[src/rtl/ps2_keyboard_rx.sv]
// PS/2 keyboard receiver: frame capture, receive FIFO, set-2 to ASCII ROM and hex segment drivers.
// Define PS2_PARITY_CHECK_EN to reject frames whose odd parity bit is wrong.
module ps2_keyboard_rx #(
   parameter int FIFO_DEPTH = 8
) (
   input  logic       clk,
   input  logic       clrn,
   input  logic       ps2_clk,
   input  logic       ps2_data,
   input  logic       nextdata_n,
   output logic [7:0] data,
   output logic [7:0] ascii,
   output logic       ready,
   output logic       overflow,
   output logic [3:0] count,
   output logic       sampling,
   output logic [6:0] hex0,
   output logic [6:0] hex1,
   output logic [6:0] hex2,
   output logic [6:0] hex3
);

   localparam int PW = $clog2(FIFO_DEPTH);

   logic [2:0]    sync_r;
   logic [9:0]    buffer_r;
   logic [3:0]    count_r;
   logic [7:0]    fifo_r [FIFO_DEPTH];
   logic [PW-1:0] w_ptr_r;
   logic [PW-1:0] r_ptr_r;
   logic          ready_r;
   logic          overflow_r;

   logic          sampling_s;
   logic          parity_ok_s;
   logic          frame_valid_s;
   logic          do_pop_s;
   logic [PW-1:0] w_ptr_inc_s;
   logic [PW-1:0] r_ptr_inc_s;

   function automatic logic odd_parity(input logic [8:0] bits);
      return ^bits;
   endfunction

   function automatic logic [7:0] scan_to_ascii(input logic [7:0] code);
      logic [7:0] a;
      case (code)
         8'h1C: a = 8'h61;  8'h32: a = 8'h62;  8'h21: a = 8'h63;  8'h23: a = 8'h64;
         8'h24: a = 8'h65;  8'h2B: a = 8'h66;  8'h34: a = 8'h67;  8'h33: a = 8'h68;
         8'h43: a = 8'h69;  8'h3B: a = 8'h6A;  8'h42: a = 8'h6B;  8'h4B: a = 8'h6C;
         8'h3A: a = 8'h6D;  8'h31: a = 8'h6E;  8'h44: a = 8'h6F;  8'h4D: a = 8'h70;
         8'h15: a = 8'h71;  8'h2D: a = 8'h72;  8'h1B: a = 8'h73;  8'h2C: a = 8'h74;
         8'h3C: a = 8'h75;  8'h2A: a = 8'h76;  8'h1D: a = 8'h77;  8'h22: a = 8'h78;
         8'h35: a = 8'h79;  8'h1A: a = 8'h7A;
         8'h45: a = 8'h30;  8'h16: a = 8'h31;  8'h1E: a = 8'h32;  8'h26: a = 8'h33;
         8'h25: a = 8'h34;  8'h2E: a = 8'h35;  8'h36: a = 8'h36;  8'h3D: a = 8'h37;
         8'h3E: a = 8'h38;  8'h46: a = 8'h39;
         8'h29: a = 8'h20;  8'h5A: a = 8'h0D;
         default: a = 8'h00;
      endcase
      return a;
   endfunction

   function automatic logic [6:0] seg7(input logic [3:0] nib);
      logic [6:0] s;
      case (nib)
         4'h0: s = 7'h40;  4'h1: s = 7'h79;  4'h2: s = 7'h24;  4'h3: s = 7'h30;
         4'h4: s = 7'h19;  4'h5: s = 7'h12;  4'h6: s = 7'h02;  4'h7: s = 7'h78;
         4'h8: s = 7'h00;  4'h9: s = 7'h10;  4'hA: s = 7'h08;  4'hB: s = 7'h03;
         4'hC: s = 7'h46;  4'hD: s = 7'h21;  4'hE: s = 7'h06;  4'hF: s = 7'h0E;
         default: s = 7'h7F;
      endcase
      return s;
   endfunction

   assign sampling_s = sync_r[2] & ~sync_r[1];

`ifdef PS2_PARITY_CHECK_EN
   assign parity_ok_s = odd_parity(buffer_r[9:1]);
`else
   logic unused_parity_s;
   assign unused_parity_s = buffer_r[9];
   assign parity_ok_s     = 1'b1;
`endif

   // Stop-bit sample decides the frame; pop is only honoured while data is held.
   always_comb begin
      frame_valid_s = sampling_s && (count_r == 4'd10) && !buffer_r[0] && ps2_data && parity_ok_s;
      do_pop_s      = ready_r && !nextdata_n;
      w_ptr_inc_s   = w_ptr_r + PW'(1);
      r_ptr_inc_s   = r_ptr_r + PW'(1);
   end

   always_ff @(posedge clk or posedge clrn) begin
      if (clrn) begin
         sync_r   <= 3'b000;
         buffer_r <= 10'd0;
         count_r  <= 4'd0;
      end else begin
         sync_r <= {sync_r[1:0], ps2_clk};
         if (sampling_s) begin
            if (count_r < 4'd10) begin
               buffer_r[count_r] <= ps2_data;
               count_r           <= count_r + 4'd1;
            end else begin
               count_r <= 4'd0;
            end
         end
      end
   end

   // A write in the same cycle as the emptying pop keeps ready high.
   always_ff @(posedge clk or posedge clrn) begin
      if (clrn) begin
         for (int i = 0; i < FIFO_DEPTH; i++) fifo_r[i] <= 8'h00;
         w_ptr_r    <= '0;
         r_ptr_r    <= '0;
         ready_r    <= 1'b0;
         overflow_r <= 1'b0;
      end else begin
         if (frame_valid_s) begin
            fifo_r[w_ptr_r] <= buffer_r[8:1];
            w_ptr_r         <= w_ptr_inc_s;
            if (r_ptr_r == w_ptr_inc_s) overflow_r <= 1'b1;
         end
         if (do_pop_s) r_ptr_r <= r_ptr_inc_s;
         if (frame_valid_s) begin
            ready_r <= 1'b1;
         end else if (do_pop_s && (r_ptr_inc_s == w_ptr_r)) begin
            ready_r <= 1'b0;
         end
      end
   end

   assign data     = fifo_r[r_ptr_r];
   assign ascii    = scan_to_ascii(data);
   assign ready    = ready_r;
   assign overflow = overflow_r;
   assign count    = count_r;
   assign sampling = sampling_s;
   assign hex0     = seg7(data[3:0]);
   assign hex1     = seg7(data[7:4]);
   assign hex2     = seg7(ascii[3:0]);
   assign hex3     = seg7(ascii[7:4]);

endmodule

[config.mk]
export PLATFORM = sky130hd
export DESIGN_NAME = ps2_keyboard_rx
export DESIGN_NICKNAME = d
export VERILOG_FILES = /design/src/rtl/ps2_keyboard_rx.sv
export SDC_FILE = /design/constraint.sdc
export NUM_CORES = 1
export LEC_CHECK = 0
export CAP_MARGIN = 20
export CORE_ASPECT_RATIO = 0.6
export CORE_MARGIN = 2
export CORE_UTILIZATION = 45
export DETAILED_ROUTE_END_ITERATION = 8
export PLACE_DENSITY = 0.69
export SLEW_MARGIN = 30
export SYNTH_ARGS = -nofsm -noshare
export SYNTH_HDL_FRONTEND = slang
export SYNTH_SLANG_ARGS = --single-unit
[constraint.sdc]
create_clock -name clk -period 4.18 [get_ports clk]
set_input_delay 0.418 -clock clk [delete_from_list [all_inputs] [get_ports clk]]
set_output_delay 0.418 -clock clk [all_outputs]
set_load 0.03 [all_outputs]
==> impl_metrics.tcl <==
set metrics [dict create \
    outcome "finished, final reports clean" \
    synth_warnings 0 \
    maxCapViolCount 0 \
    hpwl_um 11200 \
    cp-start-kind "register" \
    syn_inst 504 \
    routed_wl_um 15100 \
    drv_slew 0 \
    yosys_register_bits 88 \
    top_layer_used "met4" \
    peakVddDrop_mv 0.266 \
    syn_area_um2 5700 \
    multiInputGateArea_um2 3370 \
    critPathBufInv 4 \
    arrival_ps 3680 \
    layout-drive-gt1-share_pct 41.7 \
    ys_top_cells_by_area "dfrtp_1 (39%), mux2_2 (15%), ha_1 (6.8%), mux4_2 (6.3%), mux2i_4 (3.6%)" \
    tritoncts "built" \
    setup_slack_ps 82.1 \
    fin_nets 655 \
    worstMarginPinSlew_ps 897 \
    grt.total_usage_pct 23.3 \
    clock_latency_ps 350 \
    ff2ff_path_depth 7 \
    grt_pass1_vias 4310 \
    pre_cts_slack_ps -71.4 \
    root_buffer "clkbuf_16" \
    synth_top_area_share_pct 38.7 \
    crit_family "compound AO/OA/AOI/OAI gates" \
    core.rowCount 31 \
    clock-sinks 88 \
    cp_cell_sequence "buf_4 > mux4_2 > mux2i_4 > buf_4 > nor2_1 > o311ai_1 > a32o_2 > nand2_2 > buf_4 > ha_1 > o21a_1 > o22ai_1 > buf_4" \
    numPortBuffers 54 \
    cp.depth 13 \
    yosys.area.top_type "dfrtp_1" \
    cp_slowest_stage_delay_ps 530 \
    antenna_cells 0 \
    met1_length_um 7650 \
    yosys_most_used_dff "dfrtp_1" \
    postCtsHoldBufs 0 \
    crit_path_end_kind "output port" \
    ys_types 66 \
    synth_nets 540 \
    synth_enable_flop_cells 0 \
    critPathMaxFanout 19 \
    maxSlewHeadroom_pct 40.0 \
    post_synth.cell_area_avg_um2 11.3 \
    holdWs_ps 359 \
    drc 0 \
    seq_area_um2 2200 \
    areaGrowthSynthToFinish_pct 27.5 \
    layout_min_cycle_time_ps 4100 \
    dieArea_um2 13600 \
    die_w_um 149 \
    ant_nets 0 \
    met2_length_um 6220 \
    cp_common_cell "buf_4" \
    vias 4533 \
    clockBufferDepth 2 \
    wl_met3_um 1110 \
    fin_skew_ps 7.82 \
    nFillCells 1019 \
    die_h_um 91.1 \
    wl_per_cell_um 19.1 \
    grt_pass1_wl_um 24500 \
    core-area_um2 12200 \
    gr-total-overflow 0 \
    whs_path_depth 0 \
    finalHoldViolCount 0 \
    grt_start_max_net_pins 39 \
    critPathKind "reg -> out" \
    finalSetupTns_ps 0 \
    async_flop_share_pct 100 \
    clkTransAtPathRegs_ps 60 \
    cp_slowest_cell "mux4_2" \
    crit_required_ps 3760 \
    power.density_nw_per_um2 367 \
    p_leak_nw 3.27 \
    max_freq_mhz 244 \
    ys_seq_area_share_pct 38.7 \
    grt_antenna_before_repair 0 \
    cts-htree-levels 3 \
    drt_iter0_drc 285 \
    min_path_type "reg -> reg" \
    vias_per_cell 5.75 \
    num_io_pins 56 \
    rsz0062_at_grt "true" \
    start_util_pct 46.6 \
    drt_first_pass_iters 5 \
    setup_viol 0 \
    fin_crit_sh_pct 98.0 \
    gp_congestion 0.977 \
    total_power_mw 2.67 \
    cts-buffers-inserted 9 \
]
[worst register-to-register path, delay by kind of cell, from the launching register on]
kind | cells | cell delay, ps
buf+inv | 1 | 160
mux | 1 | 420
simple gates | 5 | 1940
flops | 1 | 380
[flip-flops by register name, summed over array words and instances, names as in the netlist]
register	flops
sync_r	3
r_ptr_r	3
ready	1
count	4
w_ptr_r	3
fifo_r	64
buffer_r	9
overflow	1
[report_power, final]
group	leakage, nW	internal (mW)	total [mW]	switching (mW)
Sequential	1.19	0.938	1.11	0.173
Clock	0.144	0.472	0.823	0.352
Combinational	1.94	0.366	0.735	0.369
[cells in the final DEF, fill, tap and decap left out, types with 4 or more instances in the layout]
master	netlist	final
inv_2	8	12
nand2_1	47	44
ha_2	0	4
o21ai_0	16	13
buf_4	7	88
mux2_2	75	75
a21oi_1	14	12
nand4_1	6	6
nand3_1	14	12
xnor2_1	5	5
inv_1	13	8
mux4_2	16	16
nor2_1	34	32
dfrtp_1	88	86
nor3_1	8	8
xor2_1	5	5
o22ai_1	7	7
ha_1	31	24
inv_6	0	4
buf_6	3	4
clkbuf_16	0	9
o21ai_1	3	6
clkdlybuf4s50_1	0	36
mux2i_1	7	7
mux2i_4	9	9
[worst paths after layout]
| path | start | end | slack (ps) |
|---|---|---|---|
| worst max-delay path | r_ptr_r[0] | hex2[5] | 80 |
| worst min-delay path | sync_r[0] | sync_r[1] | 360 |
| worst max register to register | sync_r[1] | fifo_r[45] | 1160 |
| worst min register to register | sync_r[0] | sync_r[1] | 360 |
| max in group asynchronous | clrn | r_ptr_r[0] | 2890 |
| min in group asynchronous | clrn | fifo_r[61] | 410 |
[logic make-up (layout without fill, tap and decap cells)]
group | after synthesis | after routing | share of synthesized area, %
AO/OA/AOI/OAI | 86 | 86 | 10.7
adder cells (fa/ha/maj) | 31 | 31 | 6.81
multiplexers | 110 | 110 | 26.5
buffers and inverters | 49 | 169 | 4.26
other | 1 | 1 | 0.0658
XOR/XNOR | 10 | 10 | 1.54
flip-flops | 88 | 88 | 38.7
AND/OR/NAND/NOR | 129 | 129 | 11.5
[synth_stat cells, drive strengths merged, types with 3 or more instances]
cell and count:
buf 22, xnor2 5, a21o 3, o31ai 3, o21ai 19, xor2 5
nand4 6, nand3 14, o22ai 7, a22o 3, mux2 78, a21oi 15
a31oi 4, dfrtp 88, nand2 47, o221ai 4, nor2 35, nand2b 3
nor3b 3, clkbuf 6, inv 21, o21a 4, mux2i 16, ha 31
a211oi 3, nor3 11, mux4 16
[routing by layer]
layer  GRT usage, %  up-vias
met5              0        -
met4           3.33        0
met3           7.29       18
met2           31.5      171
met1           36.9     2265
li1               -     2079
[through the flow]
| stage | std cells | cell area [µm²] | util (%) |
|---|---|---|---|
| after floorplan | 504 | 5700 | - |
| after global placement | 760 | 6750 | 55.3 |
| after detailed placement | 760 | 6750 | 55.3 |
| after CTS | 779 | 7080 | 57.9 |
| after global routing | 789 | 7260 | 59.5 |
| final | 789 | 7260 | 59.5 |
[final cells by class]
cell class              count  area share [%]
clock buffers              10            3.15
inverters                  21            1.10
well taps                 165            2.84
multi-input cells         367            46.4
flip-flops and latches     88            30.3
clock inverters             6           0.999
repair buffers            132            15.2
[what timing repair did]
item                                    4_1_cts  5_1_grt
buffers inserted                              3       10
endpoints found under the setup margin       10       14
pin swaps                                     1        7
gates resized for setup                      21       43
(Power assumes the default switching activity.)
